==> config.mk <==
export PLATFORM = sky130hd
export DESIGN_NAME = ip_spi_frame_slave
export DESIGN_NICKNAME = d
export VERILOG_FILES = /design/src/rtl/ip_spi_pkg.sv /design/src/rtl/ip_spi_sync.sv /design/src/rtl/ip_spi_frame_slave.sv
export SDC_FILE = /design/constraint.sdc
export NUM_CORES = 1
export LEC_CHECK = 0
export BUFFER_PORTS_ARGS = -buffer_cell sky130_fd_sc_hd__buf_4
export CORE_MARGIN = 5
export CORE_UTILIZATION = 35
export CTS_BUF_LIST = sky130_fd_sc_hd__clkbuf_4 sky130_fd_sc_hd__clkbuf_8
export DETAILED_ROUTE_END_ITERATION = 10
export SLEW_MARGIN = 10
export SYNTH_ARGS = -nofsm -noshare
export SYNTH_HDL_FRONTEND = slang
export SYNTH_SLANG_ARGS = --single-unit
==> constraint.sdc <==
create_clock -name clk -period 4.35 [get_ports clk]
set_input_delay 0 -clock clk [delete_from_list [all_inputs] [get_ports clk]]
set_output_delay 0 -clock clk [all_outputs]
set_load 0.02 [all_outputs]
==> src/rtl/ip_spi_pkg.sv <==
// Shared types and constants for the SPI frame slave.
package ip_spi_pkg;

  // Frame-level state of the slave
  typedef enum logic [1:0] {
    ST_IDLE   = 2'd0,
    ST_ACTIVE = 2'd1,
    ST_END    = 2'd2
  } spi_state_t;

  // SPI modes: bit1 = CPOL (idle clock level), bit0 = CPHA (sample on trailing edge)
  localparam int MODE0 = 0;
  localparam int MODE1 = 1;
  localparam int MODE2 = 2;
  localparam int MODE3 = 3;

  // Response word used when the host has not loaded anything
  localparam logic [7:0] IDLE_RESP_DEFAULT = 8'hA5;

  function automatic logic mode_cpol(input int mode);
    return mode[1];
  endfunction

  function automatic logic mode_cpha(input int mode);
    return mode[0];
  endfunction

endpackage

==> src/rtl/ip_spi_sync.sv <==
// Two-flop synchronizer followed by a one-flop edge detector for a single
// asynchronous input. The reset level lets each input start at its idle value
// so that reset release does not fabricate an edge on an idle line.
module ip_spi_sync #(
  parameter logic RST_VAL = 1'b0
) (
  input  logic clk,
  input  logic reset,
  input  logic d,
  output logic level,
  output logic rise,
  output logic fall
);

  logic meta;
  logic sync;
  logic prev;

  // Synchronizer chain plus the history flop used for edge detection
  always_ff @(posedge clk or posedge reset) begin
    if (reset) begin
      meta <= RST_VAL;
      sync <= RST_VAL;
      prev <= RST_VAL;
    end else begin
      meta <= d;
      sync <= meta;
      prev <= sync;
    end
  end

  assign level = sync;
  assign rise  = sync & ~prev;
  assign fall  = ~sync & prev;

endmodule

==> src/rtl/ip_spi_frame_slave.sv <==
// SPI slave that frames words between chip-select edges. All SPI pins are
// oversampled by the system clock; every action happens on clk.
//
// Handshake: tx_valid/tx_ready follow valid/ready semantics -- a word is
// accepted on any clk edge where both are high; tx_ready is high exactly when
// the one-word holding register is empty. rx_valid is a one-cycle pulse with
// no back-pressure; rx_data/rx_index stay stable until the next pulse.
module ip_spi_frame_slave
  import ip_spi_pkg::*;
#(
  parameter int                DATA_W    = 8,
  parameter int                SPI_MODE  = 3,
  parameter logic [DATA_W-1:0] IDLE_RESP = DATA_W'(IDLE_RESP_DEFAULT),
  parameter int                IDX_W     = 16
) (
  input  logic              clk,
  input  logic              reset,
  input  logic              spi_cs_n,
  input  logic              spi_clk,
  input  logic              spi_mosi,
  output logic              spi_miso,
  output logic [DATA_W-1:0] rx_data,
  output logic              rx_valid,
  output logic [IDX_W-1:0]  rx_index,
  input  logic [DATA_W-1:0] tx_data,
  input  logic              tx_valid,
  output logic              tx_ready,
  output logic              frame_start,
  output logic              frame_end,
  output logic              tx_underrun,
  output spi_state_t        fsm_state
);

  localparam logic CPOL  = mode_cpol(SPI_MODE);
  localparam logic CPHA  = mode_cpha(SPI_MODE);
  localparam int   CNT_W = (DATA_W > 2) ? $clog2(DATA_W) : 1;
  localparam logic [CNT_W-1:0] LAST_BIT = CNT_W'(DATA_W - 1);

  // ---------------------------------------------------------------------------
  // Input synchronization. All three pins see the same pipeline depth, so the
  // mosi level seen together with a clock edge is the one the master set up.
  // ---------------------------------------------------------------------------
  logic       cs_level;
  logic       cs_rise;
  logic       cs_fall;
  logic       sclk_level_unused;
  logic       sclk_rise;
  logic       sclk_fall;
  logic       mosi_level;
  logic [1:0] mosi_edges_unused;

  ip_spi_sync #(.RST_VAL(1'b1)) u_sync_cs (
    .clk   (clk),
    .reset (reset),
    .d     (spi_cs_n),
    .level (cs_level),
    .rise  (cs_rise),
    .fall  (cs_fall)
  );

  ip_spi_sync #(.RST_VAL(CPOL)) u_sync_sclk (
    .clk   (clk),
    .reset (reset),
    .d     (spi_clk),
    .level (sclk_level_unused),
    .rise  (sclk_rise),
    .fall  (sclk_fall)
  );

  ip_spi_sync #(.RST_VAL(1'b0)) u_sync_mosi (
    .clk   (clk),
    .reset (reset),
    .d     (spi_mosi),
    .level (mosi_level),
    .rise  (mosi_edges_unused[1]),
    .fall  (mosi_edges_unused[0])
  );

  // Leading edge is the edge away from the idle level; CPHA picks which of
  // the two edges samples mosi, the other one advances miso.
  logic sample_edge;
  logic shift_edge;

  assign sample_edge = (CPOL ^ CPHA) ? sclk_fall : sclk_rise;
  assign shift_edge  = (CPOL ^ CPHA) ? sclk_rise : sclk_fall;

  // ---------------------------------------------------------------------------
  // Arming. The synchronizers reset to CS high; if CS is really low when reset
  // releases, the pipeline would show a false fall. A CS fall is accepted only
  // after the pipeline has flushed and CS has been seen high.
  // ---------------------------------------------------------------------------
  logic [1:0] settle;
  logic       armed;

  // Flush counter and arm flag
  always_ff @(posedge clk or posedge reset) begin
    if (reset) begin
      settle <= 2'd0;
      armed  <= 1'b0;
    end else if (settle != 2'd3) begin
      settle <= settle + 2'd1;
    end else if (cs_level) begin
      armed <= 1'b1;
    end
  end

  // ---------------------------------------------------------------------------
  // Frame FSM
  // ---------------------------------------------------------------------------
  spi_state_t state;
  spi_state_t state_next;
  logic       active;
  logic       start_evt;

  // State register
  always_ff @(posedge clk or posedge reset) begin
    if (reset) begin
      state <= ST_IDLE;
    end else begin
      state <= state_next;
    end
  end

  // Next-state logic: CS edges drive the frame; END lasts one clk
  always_comb begin
    state_next = state;
    case (state)
      ST_IDLE:   if (cs_fall && armed) state_next = ST_ACTIVE;
      ST_ACTIVE: if (cs_rise)          state_next = ST_END;
      ST_END:    state_next = (cs_fall && armed) ? ST_ACTIVE : ST_IDLE;
      default:   state_next = ST_IDLE;
    endcase
  end

  // Output decode of the FSM
  always_comb begin
    active    = (state == ST_ACTIVE);
    frame_end = (state == ST_END);
    start_evt = (state != ST_ACTIVE) && (state_next == ST_ACTIVE);
    fsm_state = state;
  end

  // ---------------------------------------------------------------------------
  // Word timing. Clock edges are ignored outside ACTIVE and on the clk where
  // CS rises, so a late edge cannot complete a word after deselect.
  // ---------------------------------------------------------------------------
  logic [CNT_W-1:0] bit_cnt;
  logic [IDX_W-1:0] word_idx;
  logic             in_word;
  logic             do_sample;
  logic             do_shift;
  logic             word_done;
  logic             tx_load;

  assign in_word   = active && !cs_rise;
  assign do_sample = in_word && sample_edge;
  assign do_shift  = in_word && shift_edge;
  assign word_done = do_sample && (bit_cnt == LAST_BIT);
  // A word starts at CS fall for CPHA=0, and at every shift edge that finds
  // the bit counter at zero (first edge of a CPHA=1 word, or the edge after
  // the last sample of a CPHA=0 word).
  assign tx_load   = (start_evt && !CPHA) || (do_shift && (bit_cnt == '0));

  // Bit counter and in-frame word index; cleared at frame start and on deselect
  always_ff @(posedge clk or posedge reset) begin
    if (reset) begin
      bit_cnt  <= '0;
      word_idx <= '0;
    end else if (start_evt || (active && cs_rise)) begin
      bit_cnt  <= '0;
      word_idx <= '0;
    end else if (do_sample) begin
      bit_cnt <= word_done ? '0 : bit_cnt + 1'b1;
      if (word_done && (word_idx != '1)) begin
        word_idx <= word_idx + 1'b1;
      end
    end
  end

  // ---------------------------------------------------------------------------
  // Receive path
  // ---------------------------------------------------------------------------
  logic [DATA_W-1:0] rx_shift;

  // MOSI shifter and word publication
  always_ff @(posedge clk or posedge reset) begin
    if (reset) begin
      rx_shift <= '0;
      rx_data  <= '0;
      rx_index <= '0;
      rx_valid <= 1'b0;
    end else begin
      rx_valid <= word_done;
      if (do_sample) begin
        rx_shift <= {rx_shift[DATA_W-2:0], mosi_level};
      end
      if (word_done) begin
        rx_data  <= {rx_shift[DATA_W-2:0], mosi_level};
        rx_index <= word_idx;
      end
    end
  end

  // ---------------------------------------------------------------------------
  // Transmit path
  // ---------------------------------------------------------------------------
  logic [DATA_W-1:0] hold;
  logic              hold_full;
  logic [DATA_W-1:0] tx_shift;

  assign tx_ready = !hold_full;

  // Holding register: a host write wins over a same-clk drain because a
  // write is only possible while the register is already empty.
  always_ff @(posedge clk or posedge reset) begin
    if (reset) begin
      hold      <= '0;
      hold_full <= 1'b0;
    end else if (tx_valid && !hold_full) begin
      hold      <= tx_data;
      hold_full <= 1'b1;
    end else if (tx_load) begin
      hold_full <= 1'b0;
    end
  end

  // MISO shifter: reload at word start, otherwise advance on shift edges
  always_ff @(posedge clk or posedge reset) begin
    if (reset) begin
      tx_shift <= '1;
    end else if (tx_load) begin
      tx_shift <= hold_full ? hold : IDLE_RESP;
    end else if (do_shift) begin
      tx_shift <= {tx_shift[DATA_W-2:0], 1'b1};
    end
  end

  // Frame-start pulse and sticky underrun; a substitution on the very clk of
  // frame start still leaves the flag set.
  always_ff @(posedge clk or posedge reset) begin
    if (reset) begin
      frame_start <= 1'b0;
      tx_underrun <= 1'b0;
    end else begin
      frame_start <= start_evt;
      if (tx_load && !hold_full) begin
        tx_underrun <= 1'b1;
      end else if (start_evt) begin
        tx_underrun <= 1'b0;
      end
    end
  end

  assign spi_miso = active ? tx_shift[DATA_W-1] : 1'b1;

endmodule

* After elaboration in Yosys (flattened, before gate mapping)
Index checks and enable logic that the tools add are counted.
** Word-level totals
- Register bits :: 83
- Input port bits :: 14
- Output and inout port bits :: 32
- Word-level logic and storage cells :: 82
** Cells by class
- Add/subtract/negate cells :: 3
- Eq/ne operators :: 7
- Multiplexer cells :: 18
- Bitwise operators :: 9
- Reductions and logical operators :: 23
** Operator list (number)
- $mux 16 :: 3
- $mux 8 :: 3
- $add 16x1->16 const B :: 1
- $ne 16x16->1 const B :: 1
- $logic_and 1x1->1 :: 11
- $reduce_bool 2->1 :: 5
- $mux 3 :: 3
- $mux 1 :: 6
- $pmux 2 s3 :: 1
- $not 1->1 :: 5
- $and 1x1->1 :: 4
- $eq 2x1->1 const B :: 2
- $mux 2 :: 2
- $reduce_and 2->1 :: 2
- $add 3x1->3 const B :: 1
- $eq 3x3->1 const B :: 1
- $logic_not 3->1 :: 1
- $add 2x1->2 const B :: 1
- $eq 2x2->1 const B :: 1
- $logic_not 1->1 :: 2
- $logic_not 2->1 :: 1
- $ne 2x1->1 const B :: 1
- $ne 2x2->1 const B :: 1
- $logic_or 1x1->1 :: 1

* Depth between registers and ports, before layout
- Word-level depth :: 10
- Depth in mapped cells :: 9

* Hierarchy
A second synthesis with hierarchy kept.
** Unflattened totals
- Cell total of the unflattened synthesis :: 314
- Area, all modules :: 3588.4 µm²
** Modules (own cells, without submodules)
- ip_spi_frame_slave :: times used 1, cells each 296, area an instance 3299.4 µm²
- ip_spi_sync at u_sync_cs ... :: times used 2, cells each 6, area an instance 97.6 µm²
- ip_spi_sync at u_sync_mosi :: times used 1, cells each 6, area an instance 93.8 µm²

* Worst setup path before layout
OpenSTA, ideal clock, no wires.
- Path kind :: register to register
- From :: register bit_cnt[0]
- To :: register word_idx[13]
- Setup time :: 0.126 ns
- Arrival time :: 1.906 ns
- Required time :: 4.224 ns
- Setup slack :: 2.318 ns
- Cell stages (with the launch flop) :: 9
- Clock period less this slack :: 2.032 ns
- Cell sequence :: dfrtp_1 > ha_1 > ha_1 > nand2_1 > or4_4 > buf_6 > nor4_4 > and3_1 > o21ai_0
** On the way
- Cells in the longest elaborated chain, start to end :: 5
** Ends and longest elaborated chain
- start: declaration :: line ip_spi_frame_slave.sv:147 : logic [CNT_W-1:0] bit_cnt;
- start signal: assignment :: line ip_spi_frame_slave.sv:173 : bit_cnt <= word_done ? '0 : bit_cnt + 1'b1;
- $eq 3x3->1 :: line ip_spi_frame_slave.sv:158 : assign word_done = do_sample && (bit_cnt == LAST_BIT);
- $logic_and 1x1->1 :: line ip_spi_frame_slave.sv:158
- $logic_and 1x1->1 :: line ip_spi_frame_slave.sv:174 : if (word_done && (word_idx != '1)) begin
- $reduce_bool 2->1 (no line)
- $reduce_and 2->1 (no line)
- end signal: assignment :: line ip_spi_frame_slave.sv:175 : word_idx <= word_idx + 1'b1;
- end: declaration :: line ip_spi_frame_slave.sv:148 : logic [IDX_W-1:0] word_idx;
Every way passes these cells.
A chain may end at the register's enable or synchronous reset.

* Worst setup path after layout
- From :: register bit_cnt[1]
- To :: register rx_index[12]
** On the way
- Cells in the longest elaborated chain, start to end :: 2
** Ends and longest elaborated chain
- $eq 3x3->1 :: line ip_spi_frame_slave.sv:158
- $logic_and 1x1->1 :: line ip_spi_frame_slave.sv:158
- end signal: assignment :: line ip_spi_frame_slave.sv:199 : rx_index <= word_idx;
- end: declaration :: line ip_spi_frame_slave.sv:24 : output logic [IDX_W-1:0] rx_index,
Every way passes these cells.

==> out/results.tsv <==
stage	metric	value	unit
setup_path	worst reg2reg path startpoint	bit_cnt[1]$_DFFE_PP0P_	
synth	count of cell types in the netlist	39	
routing	1st-pass router iterations	4	
grt	initial antenna violation count	0	
cells_and_area	Layout area overhead	23.3	%
placement	DP Wirelength	4.68	mm
synth	asr flop ratio synth	1.00	
job	Max Cap Viol	0	
synth	Syn Nets	360	
setup_path	critical path peak fanout	37	
cells_and_area	area of the multi-input gates	0.00134	sq mm
sta	Final Setup Violations	0	
routing	routed wire length	6.97	mm
synth	Top FF cell, synth	dfrtp_1	
clock_network	CTS Root Cell	clkbuf_8	
cells_and_area	ANT cells	0	
power	Leakage	2.13	nW
routing	drt initial violations	81	
floorplan	Initial Utilization	0.360	
routing	Avg WL per Cell	13.0	um
worst_hold_path	worst hold-check path type	primary input to flip-flop	
sta	fin crit share	0.545	
cells_and_area	Seq. cell area	0.00209	sq mm
sta	final hold violations	0	
cells_and_area	nets@finish	419	
sta	clock skew after layout	0.0133	ns
grt	met3 Use GR	0.0320	
synth	Yosys top cell by area	dfrtp_1	
sta	RSZ-0062 raised after global routing	false	
synth	synth top area cells	dfrtp_1 49%, nand2_1 12%, dfstp_2 10%	
clock_network	Longest Clk Path Bufs	2	
synth	Synth Register Bits	83	
sta	max_slew headroom	0.424	
clock_network	Post-CTS Setup Inserts	0	
cells_and_area	share of layout cells above drive strength 1	0.237	
cells_and_area	# fillers	943	
setup_path	startpoint types	flip-flop	
grt	first-pass GRT wire length	11.8	mm
placement	port buffer count	45	
worst_hold_path	HP Start	tx_valid	
floorplan	io pins	46	
setup_path	worst path required time	4.63	ns
sta	fin. max-slew vios	0	
clock_network	post-cts resize count	0	
routing	Final ANT Viol Nets	0	
grt	met1 Usage GRT	0.167	
clock_network	TritonCTS Buffers	9	
sta	post-layout minimum cycle time	2.37	ns
routing	vias per cell	4.63	
routing	DR vias	2492	
grt	total global-route track usage	0.125	
cells_and_area	fin util	0.444	
floorplan	Die Area	0.0122	sq mm
synth	synth warn	0	
outcome	status	complete, no violations	
floorplan	die height	110	um
grt	met2 GRT Util	0.197	
sta	Slew @ Worst Pin	0.862	ns
grt	largest net degree at the start of global routing	44	
synth	Mapped Cells	341	
setup_path	Crit. End Element	flip-flop	
setup_path	CP Class	flip-flop to flip-flop	
floorplan	Core Box Area	0.00977	sq mm
setup_path	CP startpoint	bit_cnt[1]$_DFFE_PP0P_	
synth	post-synthesis sequential area ratio	0.595	
grt	vias in the first global route	2415	
sta	Max Clk Rate	422	MHz
routing	drt drc	0	
power	PD cells	443	mW/mm^2
synth	post-synth top area share	0.491	
synth	synthesized area	0.00352	sq mm
sta	setup tns final	0	ns
synth	Post-synth EDFFs	0	
power	peak supply drop	0.000154	V
grt	grt ovf	0	
clock_network	Reg clk slew, reported paths	0.08	ns
clock_network	TritonCTS clock tree	done	
setup_path	Crit path arrival time	2.64	ns
synth	mean area per synthesized cell	10.3	sq um
placement	GPL Wtd Cong	0.779	
clock_network	clk sinks	83	
grt	most used routing layer in global routing	met2	
floorplan	row count	36	
clock_network	H-tree depth	3	
clock_network	latest clock arrival within the worst-skew pair	0.34	ns
floorplan	Die X	110	um
cell usage in the layout, fill, tap and decap left out, types with 2 or more instances in the layout:
cell type,instances
a21o_1,3
dfrtp_1,69
or3_1,3
buf_4,47
dfstp_2,14
nor4b_2,2
nand4_1,6
dlygate4sd3_1,12
nor4_4,2
clkinv_2,2
o21ai_0,17
nand3_1,6
nand3b_1,2
nor4_1,4
nand2b_1,4
nand2_1,113
nor2b_1,3
xnor2_1,10
clkbuf_8,11
a21oi_1,5
nor2_1,16
mux2_2,9
mux2i_1,4
bufinv_16,2
nor3_1,5
and3_1,8
ha_1,5
inv_1,7
metrics by stage:
step	cell area [sq um]	setup WS, ns	instances	hold WS (ns)	power, mW
floorplan	3520	2.24	341	0.00448	1.21
global placement	3990	2.06	510	0.111	1.30
detailed placement	3990	1.96	510	0.110	1.31
CTS	4340	1.94	538	0.212	1.95
global route	4340	1.77	538	0.248	2.04
finish	4340	1.98	538	0.239	1.92
metal layers:
| metal | vias up | share of wire |
|---|---|---|
| li1 | 1239 | - |
| met2 | 37 | 0.50 |
| met5 | - | 0 |
| met1 | 1212 | 0.46 |
| met4 | 0 | 0.011 |
| met3 | 4 | 0.033 |
cell families after synthesis:
| family | count (synthesis) | share of synthesized area |
|---|---|---|
| flops | 83 | 0.595 |
| simple gates | 183 | 0.253 |
| xor+xnor | 10 | 0.0249 |
| buf+inv | 19 | 0.0235 |
| mux | 13 | 0.0402 |
| compound gates | 28 | 0.0451 |
| fa+ha+maj | 5 | 0.0178 |
flip-flops by register name, summed over array words and instances, names as in the netlist, 2 cells and up:
register	cells
rx_index	16
tx_shift	8
word_idx	16
fsm_state	2
bit_cnt	3
settle	2
rx_shift	7
hold	8
rx_data	8
critical path: stages (launching register included):
cell	delay, ns
dfrtp_1	0.40
ha_1	0.16
ha_1	0.18
nand2_1	0.06
or4_4	0.63
inv_1	0.61
nand2_1	0.15
nand2_1	0.09
synth_stat cells, drive strengths merged (2+ instances only):
cell type,n
a21o,3
a21oi,5
and3,8
buf,5
clkbuf,6
dfrtp,69
dfstp,14
ha,5
inv,8
mux2,9
mux2i,4
nand2,113
nand2b,5
nand3,7
nand3b,2
nand4,6
nor2,16
nor2b,4
nor3,5
nor4,6
nor4b,2
o21ai,17
or3,3
xnor2,10
final timing paths:
| path | endpoint | slack, ns | cells past startpoint |
|---|---|---|---|
| max in group asynchronous | tx_shift[5]$_DFFE_PP1P_ | 3.02 | 4 |
| worst max register to register | rx_index[12]$_DFFE_PP0P_ | 1.98 | 7 |
| min in group asynchronous | rx_valid$_DFF_PP0_ | 0.30 | 3 |
| worst min-delay path | hold_full$_DFFE_PP0P_ | 0.24 | 3 |
| worst max-delay path | rx_index[12]$_DFFE_PP0P_ | 1.98 | 7 |
| worst min register to register | u_sync_mosi.level$_DFF_PP0_ | 0.35 | 0 |
final cells by class:
type,count,share of cell area
Timing Repair Buffer,59,0.109
Sequential cell,83,0.483
Multi-Input combinational cell,239,0.309
Inverter,8,0.00721
Clock buffer,12,0.0366
Tap cell,133,0.0384
Clock inverter,4,0.0167
report_power, final:
group          internal [mW]  leakage (nW)  total [mW]  switching (mW)
clock network          0.360         0.116       0.624           0.264
registers              0.913          1.06       0.986          0.0729
logic                  0.150         0.947       0.314           0.164
total                   1.42          2.13        1.92           0.501
repair_timing:
action                                 4_1_cts  5_1_grt
setup endpoints to repair                    0        0
endpoints found under the hold margin       51        0
hold buffers                                12        0
(Power assumes the default switching activity.)
